## src/rtl/instr_encoder.sv

```systemverilog
// Streaming RV32I instruction encoder: packs opcode, register fields and a full
// immediate into an instruction word, with range checks and an output FIFO.
module instr_encoder #(
  parameter int DEPTH = 2,
  parameter int CNT_W = 16
) (
  input  logic             clk,
  input  logic             rst_n,
  input  logic             in_valid,
  output logic             in_ready,
  input  logic [6:0]       in_opcode,
  input  logic [4:0]       in_rd,
  input  logic [4:0]       in_rs1,
  input  logic [4:0]       in_rs2,
  input  logic [2:0]       in_funct3,
  input  logic [6:0]       in_funct7,
  input  logic [31:0]      in_imm,
  output logic             out_valid,
  input  logic             out_ready,
  output logic [31:0]      out_instr,
  output logic             out_err,
  output logic [CNT_W-1:0] enc_count,
  output logic [7:0]       err_count
);

  localparam int AW = (DEPTH > 1) ? $clog2(DEPTH) : 1;
  localparam logic [AW:0] FULL = (AW+1)'(DEPTH);

  localparam logic [6:0] OP_LOAD   = 7'b0000011;
  localparam logic [6:0] OP_IMM    = 7'b0010011;
  localparam logic [6:0] OP_JALR   = 7'b1100111;
  localparam logic [6:0] OP_STORE  = 7'b0100011;
  localparam logic [6:0] OP_BRANCH = 7'b1100011;
  localparam logic [6:0] OP_JAL    = 7'b1101111;
  localparam logic [6:0] OP_LUI    = 7'b0110111;
  localparam logic [6:0] OP_AUIPC  = 7'b0010111;
  localparam logic [31:0] NOP      = 32'h0000_0013;

  logic [32:0]      mem_q [DEPTH];
  logic [32:0]      mem_d [DEPTH];
  logic [AW-1:0]    wr_ptr_q, wr_ptr_d, rd_ptr_q, rd_ptr_d;
  logic [AW:0]      count_q, count_d;
  logic [CNT_W-1:0] enc_count_q, enc_count_d;
  logic [7:0]       err_count_q, err_count_d;

  logic        push, pop;
  logic        i_ok, b_ok, j_ok, u_ok, sh_ok, enc_ok;
  logic [31:0] enc_instr;
  logic [32:0] entry;

  // Immediate range checks: the bits above the encodable field must be pure sign.
  always_comb begin
    i_ok  = (in_imm[31:11] == '0) || (in_imm[31:11] == '1);
    b_ok  = !in_imm[0] && ((in_imm[31:12] == '0) || (in_imm[31:12] == '1));
    j_ok  = !in_imm[0] && ((in_imm[31:20] == '0) || (in_imm[31:20] == '1));
    u_ok  = (in_imm[11:0] == '0);
    sh_ok = (in_imm[31:5] == '0);
  end

  always_comb begin
    enc_instr = {in_imm[11:0], in_rs1, in_funct3, in_rd, in_opcode};
    enc_ok    = 1'b0;
    case (in_opcode)
      OP_LOAD: enc_ok = i_ok;
      OP_IMM: begin
        if (in_funct3 == 3'b001 || in_funct3 == 3'b101) begin
          enc_instr = {in_funct7, in_imm[4:0], in_rs1, in_funct3, in_rd, in_opcode};
          enc_ok    = sh_ok;
        end else begin
          enc_ok = i_ok;
        end
      end
      OP_JALR: begin
        enc_instr = {in_imm[11:0], in_rs1, 3'b000, in_rd, in_opcode};
        enc_ok    = i_ok;
      end
      OP_STORE: begin
        enc_instr = {in_imm[11:5], in_rs2, in_rs1, in_funct3, in_imm[4:0], in_opcode};
        enc_ok    = i_ok;
      end
      OP_BRANCH: begin
        enc_instr = {in_imm[12], in_imm[10:5], in_rs2, in_rs1, in_funct3,
                     in_imm[4:1], in_imm[11], in_opcode};
        enc_ok    = b_ok;
      end
      OP_JAL: begin
        enc_instr = {in_imm[20], in_imm[10:1], in_imm[11], in_imm[19:12], in_rd, in_opcode};
        enc_ok    = j_ok;
      end
      OP_LUI, OP_AUIPC: begin
        enc_instr = {in_imm[31:12], in_rd, in_opcode};
        enc_ok    = u_ok;
      end
      default: enc_ok = 1'b0;
    endcase
    entry = enc_ok ? {1'b0, enc_instr} : {1'b1, NOP};
  end

  assign in_ready  = (count_q != FULL);
  assign out_valid = (count_q != '0);
  assign push      = in_valid && in_ready;
  assign pop       = out_valid && out_ready;

  always_comb begin
    mem_d       = mem_q;
    wr_ptr_d    = wr_ptr_q;
    rd_ptr_d    = rd_ptr_q;
    count_d     = count_q;
    enc_count_d = enc_count_q;
    err_count_d = err_count_q;
    if (push) begin
      mem_d[wr_ptr_q] = entry;
      wr_ptr_d        = wr_ptr_q + AW'(1);
      enc_count_d     = enc_count_q + CNT_W'(1);
      if (entry[32] && err_count_q != 8'hFF) err_count_d = err_count_q + 8'd1;
    end
    if (pop) rd_ptr_d = rd_ptr_q + AW'(1);
    case ({push, pop})
      2'b10:   count_d = count_q + (AW+1)'(1);
      2'b01:   count_d = count_q - (AW+1)'(1);
      default: count_d = count_q;
    endcase
  end

  always_ff @(posedge clk or negedge rst_n) begin
    if (!rst_n) begin
      // NOTE: the storage is reset because the head entry drives out_instr/out_err
      // directly, and those must read zero straight out of reset.
      for (int i = 0; i < DEPTH; i++) mem_q[i] <= '0;
      wr_ptr_q    <= '0;
      rd_ptr_q    <= '0;
      count_q     <= '0;
      enc_count_q <= '0;
      err_count_q <= '0;
    end else begin
      mem_q       <= mem_d;
      wr_ptr_q    <= wr_ptr_d;
      rd_ptr_q    <= rd_ptr_d;
      count_q     <= count_d;
      enc_count_q <= enc_count_d;
      err_count_q <= err_count_d;
    end
  end

  assign out_instr = mem_q[rd_ptr_q][31:0];
  assign out_err   = mem_q[rd_ptr_q][32];
  assign enc_count = enc_count_q;
  assign err_count = err_count_q;

endmodule

```

## config.mk

```make
export PLATFORM = sky130hd
export DESIGN_NAME = instr_encoder
export DESIGN_NICKNAME = d
export VERILOG_FILES = /design/src/rtl/instr_encoder.sv
export SDC_FILE = /design/constraint.sdc
export NUM_CORES = 1
export LEC_CHECK = 0
export BUFFER_PORTS_ARGS = -buffer_cell sky130_fd_sc_hd__buf_2
export CAP_MARGIN = 10
export CORE_MARGIN = 2
export CORE_UTILIZATION = 43
export DETAILED_ROUTE_END_ITERATION = 8
export PLACE_DENSITY = 0.64
export SLEW_MARGIN = 20
export SYNTH_ARGS = -nofsm -noshare
export SYNTH_HDL_FRONTEND = slang
export SYNTH_SLANG_ARGS = --single-unit
```

## constraint.sdc

```tcl
create_clock -name clk -period 4.5 [get_ports clk]
set_clock_uncertainty 0.05 [all_clocks]
set_input_delay 0.9 -clock clk [delete_from_list [all_inputs] [get_ports clk]]
set_output_delay 0.9 -clock clk [all_outputs]
set_load 0.005 [all_outputs]
```

==> run_results.csv, run 1 <==
group,metric,value,unit
cells_and_area,fill_cells,1058,
cts,clk_path_buf_depth,2,
cts,post_cts_buffers,0,
sta,finalCriticalPeriod,3080,ps
cts,cts_sinks,94,
worst_setup_path,path_class,"reg2out",
cts,clock_latency,340,ps
yosys,ys_seq_area_frac,0.465,
yosys,yosys_most_used_dff,"dfrtp_1",
global_routing,grt_overflow,0,
pwr,power,2.50,mW
yosys,synth_fp_nets,622,
yosys,ys_seq_elements,94,
worst_setup_path,cp-end-kind,"output pin",
placed_design,place_ws,950,ps
route,via_per_inst,5.53,
placed_design,place_hpwl,9890,microns
floorplanning,start_util,0.441,
floorplanning,die_h,112,microns
job,drv_cap,0,
yosys,avgSynthCellArea,9.19,sq um
route,wl_met1,6060,microns
route,drtAntennaViolNets,0,
yosys,syn-cell-area,5060,sq um
pwr,pwr_density_cell,408,nW/um^2
cts,tritoncts,"done",
global_routing,grt_pass1_vias,4346,
floorplanning,die_x,112,microns
pwr,vdd_drop_max,0.233,mV
cts,cts-resized-gates,0,
placed_design,port_buffers,126,
sta,layout_setup_ws,1420,ps
cells_and_area,regArea,2350,sq um
yosys,yosys_warnings,0,
sta,tightest_slew,954,ps
yosys,ys_types,57,
min_path,hold_path_class,"reg2reg",
floorplanning,dieArea,12700,sq um
floorplanning,io_pins,127,
cells_and_area,fin_nets,736,
sta,finalSetupTns,0,ps
sta,finalSetupViolations,0,
yosys,synth_area_leader_cell,"dfrtp_1",
sta,max_freq,0.325,GHz
cts,root_buffer,"clkbuf_16",
sta,drv_slew,0,
global_routing,grt_pass1_wl,22200,microns
sta,layout_worst_path_cycle_share,0.684,
global_routing,antenna_found_initial,0,
pwr,leakage,2.86,nW
sta,rsz0062_at_grt,"no",
floorplanning,rows,39,
route,drc_errors,0,
outcome,status,"complete, no violations",
global_routing,grt_max_degree,76,
route,vias,4497,
cells_and_area,final_layout_size_suffix_gt1_frac,0.306,
cells_and_area,area_growth,21.3,%
global_routing,grt_usage,0.224,
yosys,synth-edff-count,0,
floorplanning,core_area,11500,sq um
sta,slew_headroom,0.363,
route,firstDrtPassIters,4,
placed_design,gp_congestion,0.854,
yosys,synth-async-reset-ratio,1.00,
route,finalWirelength,13900,microns
route,wl_met2,6850,microns
yosys,netlist_instances,551,
cells_and_area,multiInputGateArea,2540,sq um
route,drtIter0Drc,219,
yosys,yosys-top-cells-area,"dfrtp_1 46%, nand2_1 11%, mux2_2 9.3%",
cts,cts_htree_levels,3,
yosys,netlist.area_leader.share,0.465,
route,top_layer,"met4",
worst_setup_path,arrival,2130,ps
worst_setup_path,required,3550,ps
cts,clkTransAtPathRegs,70,ps
route,routed-wl-met3,706,microns
cts,cts_inserted_buffers,9,
sta,hold_viol,0,
worst_setup_path,start_kind,"register",
route,wl_per_cell,17.1,microns
worst_setup_path,worstPathMaxFanout,20,
cells_and_area,n_antenna_cell,0,
cts,cts_hold_buffers,0,
-- worst max-delay path, stage by stage (launching register included) --
cell and delay, ps:
dfrtp_1 820, buf_4 430, mux2_2 400, buf_2 130
-- synth_stat cells, types with 2 or more instances --
library cell and instances:
nor4_1 9, a22oi_1 12, o31ai_1 8, ha_1 3
nand2b_1 5, buf_2 3, a22o_1 3, and3_1 7
nand2_1 144, mux2_2 42, nor2_1 11, buf_6 3
clkbuf_1 24, nand4_1 11, dfrtp_1 94, nand3_1 19
a31oi_1 2, a41oi_1 2, and2_1 3, xor2_1 6
nor3b_1 2, or2_2 5, a21oi_1 2, or4_1 2
nand3b_1 2, inv_1 9, o21ai_0 39, o21ai_1 20
nor3_1 9, nor2b_1 3, xnor2_1 19, or3_1 2
nor4b_1 2
-- layer usage --
layer / vias to the layer above / track usage
met1: 2191 / 0.296
li1: 2167 / -
met3: 17 / 0.0378
met5: - / 0
met2: 122 / 0.377
met4: 0 / 0.0715
-- stage by stage --
stage / util / instances / hold slack (ps) / instance area, sq um
final: 0.535 / 813 / 417 / 6140
after global routing: 0.535 / 813 / 432 / 6140
after CTS: 0.535 / 813 / 421 / 6130
after detailed placement: 0.506 / 797 / 399 / 5800
after global placement: 0.506 / 797 / 396 / 5800
after floorplan: - / 551 / 380 / 5060
-- registers in the layout, summed over array words and instances, names as in the netlist --
signal     cells
count_q        2
enc_count     16
err_count      8
mem_q         66
rd_ptr_q       1
wr_ptr_q       1
-- area by class of cell --
class	count	area share
Inverter	10	0.00611
Timing Repair Buffer	134	0.113
Sequential cell	94	0.383
Tap cell	143	0.0291
Multi-Input combinational cell	416	0.414
Clock buffer	9	0.0367
Clock inverter	7	0.0175
-- final timing paths --
check	start	to	slack, ps	cells past startpoint
setup / recovery	rd_ptr_q$_DFFE_PN0P_	out_instr[24]	1420	3
hold / removal	enc_count[15]$_DFFE_PN0P_	enc_count[15]$_DFFE_PN0P_	420	1
setup reg to reg	count_q[0]$_DFFE_PN0P_	mem_q[48]$_DFFE_PN0P_	1950	7
hold reg to reg	enc_count[15]$_DFFE_PN0P_	enc_count[15]$_DFFE_PN0P_	420	1
max in group asynchronous	rst_n	err_count[1]$_DFFE_PN0P_	2880	2
min in group asynchronous	rst_n	mem_q[30]$_DFFE_PN0P_	630	1
-- layout by cell type (no fill, tap or decap), types with 2 or more instances in the layout --
cell type,n
clkbuf_16,9
nand2b_1,5
buf_4,9
nand4_1,11
nand3b_1,2
bufinv_16,2
clkinv_4,2
inv_1,9
ha_1,3
nand3_1,19
nor2_1,10
and2_1,3
a22oi_1,12
a41oi_1,2
or2_2,5
a22o_1,3
o21ai_0,38
dfrtp_1,94
nand2_1,144
nor3b_1,2
o21ai_1,21
and3_1,7
nor3_1,9
buf_2,125
o31ai_1,8
or3_1,2
or4_1,2
a31oi_1,2
xnor2_1,19
nor4_1,8
a21oi_1,2
nor2b_1,3
mux2_2,42
xor2_1,6
-- cell families (layout without fill, tap and decap cells) --
family	count (synthesis)	count (layout)	share of synthesized area
AOI/OAI and AO/OA	100	100	0.122
xor gates and xnor gates	25	25	0.0433
adders and majority gates	3	3	0.00742
buffers and inverters	41	160	0.0356
DFF	94	94	0.465
muxes	44	44	0.0977
and+or+nand+nor	244	244	0.229
-- report_power, final --
group          total, mW  switching [mW]  leakage (nW)  internal (mW)
Combinational      0.634           0.380          1.45          0.254
Clock              0.847           0.352         0.163          0.495
Sequential          1.02           0.108          1.24          0.915
(Power assumes the default switching activity.)
==> run 2: changes to the inputs <==
Settings changed: ABC_AREA from default to 1, PLACE_DENSITY 0.64 to 0.63.
Clock period 4.5 ns to 2.9 ns, I/O delays scaled along.
==> run_results.csv, run 2 <==
group,metric,value,unit
sta,drv_slew,0,
worst_setup_path,reg2reg_from,"count_q[0]$_DFFE_PN0P_",
global_routing,busiest_layer,"met2",
floorplanning,dieArea,13900,sq um
route,finalWirelength,15600,microns
route,vias,5481,
yosys,ys_seq_area_frac,0.421,
cts,clkTransAtPathRegs,70,ps
route,via_per_inst,4.97,
global_routing,grt_max_degree,72,
yosys,synth_area_leader_cell,"dfrtp_1",
cts,clk_path_buf_depth,2,
floorplanning,die_x,118,microns
worst_setup_path,slowest_delay,380,ps
cells_and_area,multiInputGateArea,2860,sq um
cells_and_area,fin_nets,996,
route,wl_per_cell,14.1,microns
yosys,synth-edff-count,0,
worst_setup_path,worstPathMaxFanout,20,
sta,finalSetupViolations,0,
floorplanning,io_pins,127,
global_routing,grt_overflow,0,
global_routing,grt_pass1_wl,25900,microns
floorplanning,die_h,118,microns
global_routing,antenna_found_initial,0,
sta,whs,89.1,ps
route,drc_errors,0,
global_routing,grt_use_met1,0.333,
cells_and_area,regMostFlops,"mem_q",
route,drtIter0Drc,380,
floorplanning,core_area,12700,sq um
yosys,synth.most_common_cell,"nand2_1",
yosys,yosys_most_used_dff,"dfrtp_1",
cells_and_area,area_growth,20.9,%
worst_setup_path,crit_slowest_cell,"dfrtp_1",
cts,root_buffer,"clkbuf_16",
cells_and_area,regArea,2350,sq um
min_path,hold_path_class,"in2async",
worst_setup_path,arrival,1550,ps
placed_design,place_hpwl,11300,microns
floorplanning,rows,41,
yosys,ys_seq_elements,94,
job,drv_cap,0,
placed_design,port_buffers,126,
worst_setup_path,cp-end-kind,"output pin",
global_routing,met2_usage,0.357,
yosys,netlist.area_leader.share,0.421,
cts,cts-resized-gates,0,
yosys,synth_fp_nets,871,
cts,cts_inserted_buffers,9,
sta,layout_worst_path_cycle_share,0.753,
cells_and_area,largest_reg_flops,66,
yosys,yosys_warnings,0,
yosys,synth-async-reset-ratio,1.00,
pwr,pwr_density_cell,576,nW/um^2
pwr,power,3.89,mW
pwr,leakage,3.87,nW
sta,max_freq,0.458,GHz
cts,cts_htree_levels,3,
global_routing,grt_pass1_vias,5095,
placed_design,gp_congestion,0.949,
global_routing,grt_usage,0.230,
worst_setup_path,crit_path_cell_trace,"inv_1 -> buf_12 -> nand2_1 -> nand2_1 -> buf_2",
sta,hold_viol,0,
global_routing,use_met3,0.0494,
yosys,syn-cell-area,5590,sq um
cts,cts_sinks,94,
sta,slew_headroom,0.520,
yosys,ys_types,35,
worst_setup_path,worstSetupStartpoint,"rd_ptr_q$_DFFE_PN0P_",
cts,post_cts_buffers,0,
cts,tritoncts,"done",
yosys,avgSynthCellArea,6.99,sq um
cts,cts_hold_buffers,0,
outcome,status,"complete, no violations",
worst_setup_path,required,2270,ps
pwr,vdd_drop_max,0.336,mV
route,drtAntennaViolNets,0,
sta,rsz0062_at_grt,"no",
cells_and_area,final_common_cell,"nand2_1",
worst_setup_path,ff2ff_setup_slack,940,ps
route,firstDrtPassIters,5,
worst_setup_path,start_kind,"register",
floorplanning,start_util,0.441,
sta,tightest_slew,720,ps
yosys,netlist_top_cells_count,"347 x nand2_1, 109 x nand3_1, 94 x dfrtp_1, 53 x nor2_1, 51 x inv_1",
sta,finalSetupTns,0,ps
sta,finalCriticalPeriod,2180,ps
yosys,netlist_instances,800,
cells_and_area,mostFrequentLayoutCells,"347 x nand2_1, 125 x buf_2, 109 x nand3_1",
yosys,yosys-top-cells-area,"dfrtp_1 42%, nand2_1 23%, nand3_1 9.8%",
cells_and_area,n_antenna_cell,0,
cells_and_area,fill_cells,1335,
cells_and_area,final_layout_size_suffix_gt1_frac,0.199,
worst_setup_path,path_class,"reg2out",
worst_setup_path,path_common_cell,"nand2_1",
cts,clock_latency,340,ps
-- run 2: cell types whose count changed after synthesis, sizes merged, moves of 9 or more --
cell / previous run / this run
clkbuf: 24 / 15
o21ai: 59 / 38
nand2: 144 / 352
nand3: 19 / 110
mux2: 43 / 4
inv: 10 / 56
a22oi: 12 / 0
nor4: 10 / 1
xnor2: 19 / 10
nor2: 11 / 58
-- run 2: logic make-up (layout without fill, tap and decap cells) --
family,after synthesis,in the layout,synth area share
mux,6,6,0.0116
xor+xnor,24,24,0.0376
flops,94,94,0.421
fa+ha+maj,3,3,0.00671
compound gates,50,50,0.0515
simple gates,537,537,0.403
buf+inv,86,216,0.0689
-- run 2: power by group --
| group | total [mW] | switching (mW) | internal [mW] |
|---|---|---|---|
| Combinational | 1.15 | 0.758 | 0.391 |
| Sequential | 1.55 | 0.132 | 1.42 |
| Clock | 1.19 | 0.495 | 0.694 |
| Total | 3.89 | 1.38 | 2.51 |
-- run 2: final timing paths --
check / end / depth (start not counted)
setup reg to reg: err_count[2]$_DFFE_PN0P_ / 7
min in group clk: mem_q[34]$_DFFE_PN0P_ / 2
hold reg to reg: mem_q[34]$_DFFE_PN0P_ / 2
setup / recovery: out_instr[12] / 5
hold / removal: enc_count[12]$_DFFE_PN0P_ / 1
max in group asynchronous: mem_q[47]$_DFFE_PN0P_ / 2
-- run 2: per-stage QoR --
| step | util | cell area (sq um) | worst slack (ps) | cells |
|---|---|---|---|---|
| 5_1_grt | 0.534 | 6760 | 588 | 1102 |
| 3_5_place_dp | 0.510 | 6460 | 505 | 1086 |
| 3_3_place_gp | 0.510 | 6460 | 507 | 1086 |
| 6_report | 0.534 | 6760 | 717 | 1102 |
| 2_1_floorplan | - | 5590 | 1020 | 800 |
| 4_1_cts | 0.534 | 6760 | 679 | 1102 |
-- run 2: cell type report --
class,instances,share of cell area
clock inverters,5,0.00851
flip-flops and latches,94,0.348
repair buffers,144,0.123
well taps,172,0.0318
inverters,56,0.0311
multi-input cells,620,0.422
clock buffers,11,0.0359
-- run 2: per-layer routing --
layer	vias to the layer above	part of all wire
li1	2777	-
met1	2498	0.47
met2	192	0.44
met3	14	0.071
met4	0	0.010
met5	-	0
-- run 2: critical path: cells and delay by family (launching register included) --
family,cells,cell delay [ps]
and+or+nand+nor,2,140
buffers and inverters,3,680
DFF,1,380
==> run 3: changes to the inputs <==
Settings changed: ABC_AREA 1 to 0, PLACE_DENSITY 0.63 to 0.66.
Clock period 2.9 ns to 1.9 ns, I/O delays scaled along.
==> run_results.csv, run 3 (synthesized netlist as in run 1, its figures left out) <==
group,metric,value,unit
sta,finalCriticalPeriod,1960,ps
outcome,violations,"negative setup slack",
worst_setup_path,worstPathMaxFanout,8,
min_path,hold_path_class,"in2reg",
cells_and_area,final_area,7580,sq um
route,firstDrtPassIters,5,
cells_and_area,largest_reg_flops,66,
route,top_layer,"met4",
route,via_per_inst,5.44,
sta,layout_worst_path_cycle_share,1.03,
cts,root_buffer,"clkbuf_16",
cts,clock_latency,350,ps
sta,layout_setup_ws,-63.6,ps
cells_and_area,utilization,0.661,
placed_design,placed_area,6420,sq um
pwr,pwr_density_cell,887,nW/um^2
floorplanning,rows,39,
sta,finalSetupViolations,31,
sta,tightest_slew,485,ps
global_routing,antenna_found_initial,0,
global_routing,grt_overflow,0,
route,drtAntennaViolNets,0,
placed_design,port_buffers,126,
cts,cts_htree_levels,3,
sta,hold_viol,0,
route,wl_met1,7130,microns
placed_design,gp_congestion,0.896,
pwr,vdd_drop_max,0.509,mV
sta,max_freq,0.509,GHz
sta,drv_slew,0,
cells_and_area,final_common_cell,"nand2_1",
job,drv_cap,0,
floorplanning,io_pins,127,
sta,rsz0062_at_grt,"yes",
floorplanning,start_util,0.441,
worst_setup_path,arrival,1530,ps
cells_and_area,n_antenna_cell,0,
pwr,leakage,3.55,nW
floorplanning,core_area,11500,sq um
cts,tritoncts,"done",
route,finalWirelength,15800,microns
route,vias,4878,
floorplanning,die_h,112,microns
cells_and_area,area_growth,49.7,%
sta,slew_headroom,0.677,
cells_and_area,multiInputGateArea,3010,sq um
cts,clkTransAtPathRegs,70,ps
cells_and_area,final_layout_size_suffix_gt1_frac,0.463,
placed_design,place_hpwl,10800,microns
worst_setup_path,path_class,"reg2out",
cts,cts_sinks,94,
cells_and_area,mostFrequentLayoutCells,"143 x nand2_1, 100 x buf_2, 93 x dfrtp_1",
global_routing,grt_max_degree,37,
cts,cts_inserted_buffers,9,
cts,clk_path_buf_depth,2,
global_routing,grt_pass1_wl,25400,microns
outcome,status,"finished with violations",
global_routing,grt_usage,0.254,
cells_and_area,fill_cells,900,
route,wl_met2,7860,microns
route,drtIter0Drc,291,
worst_setup_path,ff2ff_path_depth,7,
worst_setup_path,cp-end-kind,"output pin",
floorplanning,die_x,112,microns
cells_and_area,regArea,2350,sq um
cells_and_area,fin_nets,820,
floorplanning,dieArea,12700,sq um
route,drc_errors,0,
cells_and_area,regMostFlops,"mem_q",
worst_setup_path,start_kind,"register",
worst_setup_path,required,1470,ps
route,routed-wl-met3,615,microns
global_routing,grt_pass1_vias,4953,
min_path,min_path_cells,3,
route,wl_per_cell,17.7,microns
run 3: cell types whose count changed in the layout (fill, tap and decap cells not counted), sizes merged, moves of 8 or more:
cell   previous run  this run
nand3           110        19
a22oi             0        12
nor2             58        11
nor4              1        10
xnor2            10        19
buf             144       217
o21ai            38        59
o31ai             0         8
xor2             14         6
nand2           352       144
mux2              4        43
inv              57        12
run 3: worst max-delay path: stages (launching register included):
cell,delay [ps]
dfrtp_2,430
buf_6,150
buf_12,150
mux2_4,330
buf_6,120
run 3: through the flow:
step / cells / worst slack, ps / hold WS [ps] / TNS, ps / power, mW
after floorplan: 551 / -498 / 34.4 / -25530 / 3.36
after global placement: 865 / -456 / 268 / -28230 / 4.19
after detailed placement: 865 / -548 / 276 / -32080 / 4.23
after CTS: 895 / -50.5 / 331 / -824 / 6.63
after global routing: 897 / -100 / 360 / -2660 / 7.01
final: 897 / -63.6 / 347 / -1030 / 6.72
run 3: where the power goes:
| group | internal (mW) | total [mW] | switching (mW) |
|---|---|---|---|
| registers | 2.17 | 2.33 | 0.162 |
| clock network | 1.16 | 1.96 | 0.803 |
| logic | 1.13 | 2.43 | 1.30 |
run 3: path summary, 6_finish.rpt:
| kind | start | to | slack [ps] |
|---|---|---|---|
| max in group asynchronous | rst_n | err_count[5]$_DFFE_PN0P_ | 760 |
| min | out_ready | rd_ptr_q$_DFFE_PN0P_ | 350 |
| max | rd_ptr_q$_DFFE_PN0P_ | out_instr[4] | -60 |
| min in group asynchronous | rst_n | mem_q[63]$_DFFE_PN0P_ | 440 |
| max reg2reg | count_q[0]$_DFFE_PN0P_ | mem_q[20]$_DFFE_PN0P_ | 90 |
| min reg2reg | enc_count[15]$_DFFE_PN0P_ | enc_count[15]$_DFFE_PN0P_ | 420 |
run 3: layer usage:
metal / up-vias / GRT usage
li1: 2323 / -
met1: 2423 / 0.343
met2: 115 / 0.424
met3: 17 / 0.0437
met4: 0 / 0.0715
met5: - / 0
run 3: final cells by class:
type,instances,area share
Clock buffer,9,0.0297
Clock inverter,7,0.0125
Inverter,10,0.00495
Multi-Input combinational cell,416,0.398
Sequential cell,94,0.311
Tap cell,143,0.0236
Timing Repair Buffer,218,0.221
run 3: timing repair:
| item | in CTS | in global routing |
|---|---|---|
| buffers inserted | 10 | 2 |
| endpoints found under the setup margin | 94 | 102 |
| endpoints found under the hold margin | 24 | 0 |
| cloned | 3 | 0 |
| resized for setup | 67 | 102 |
| pin swaps | 11 | 16 |
| hold buffers | 1 | 0 |
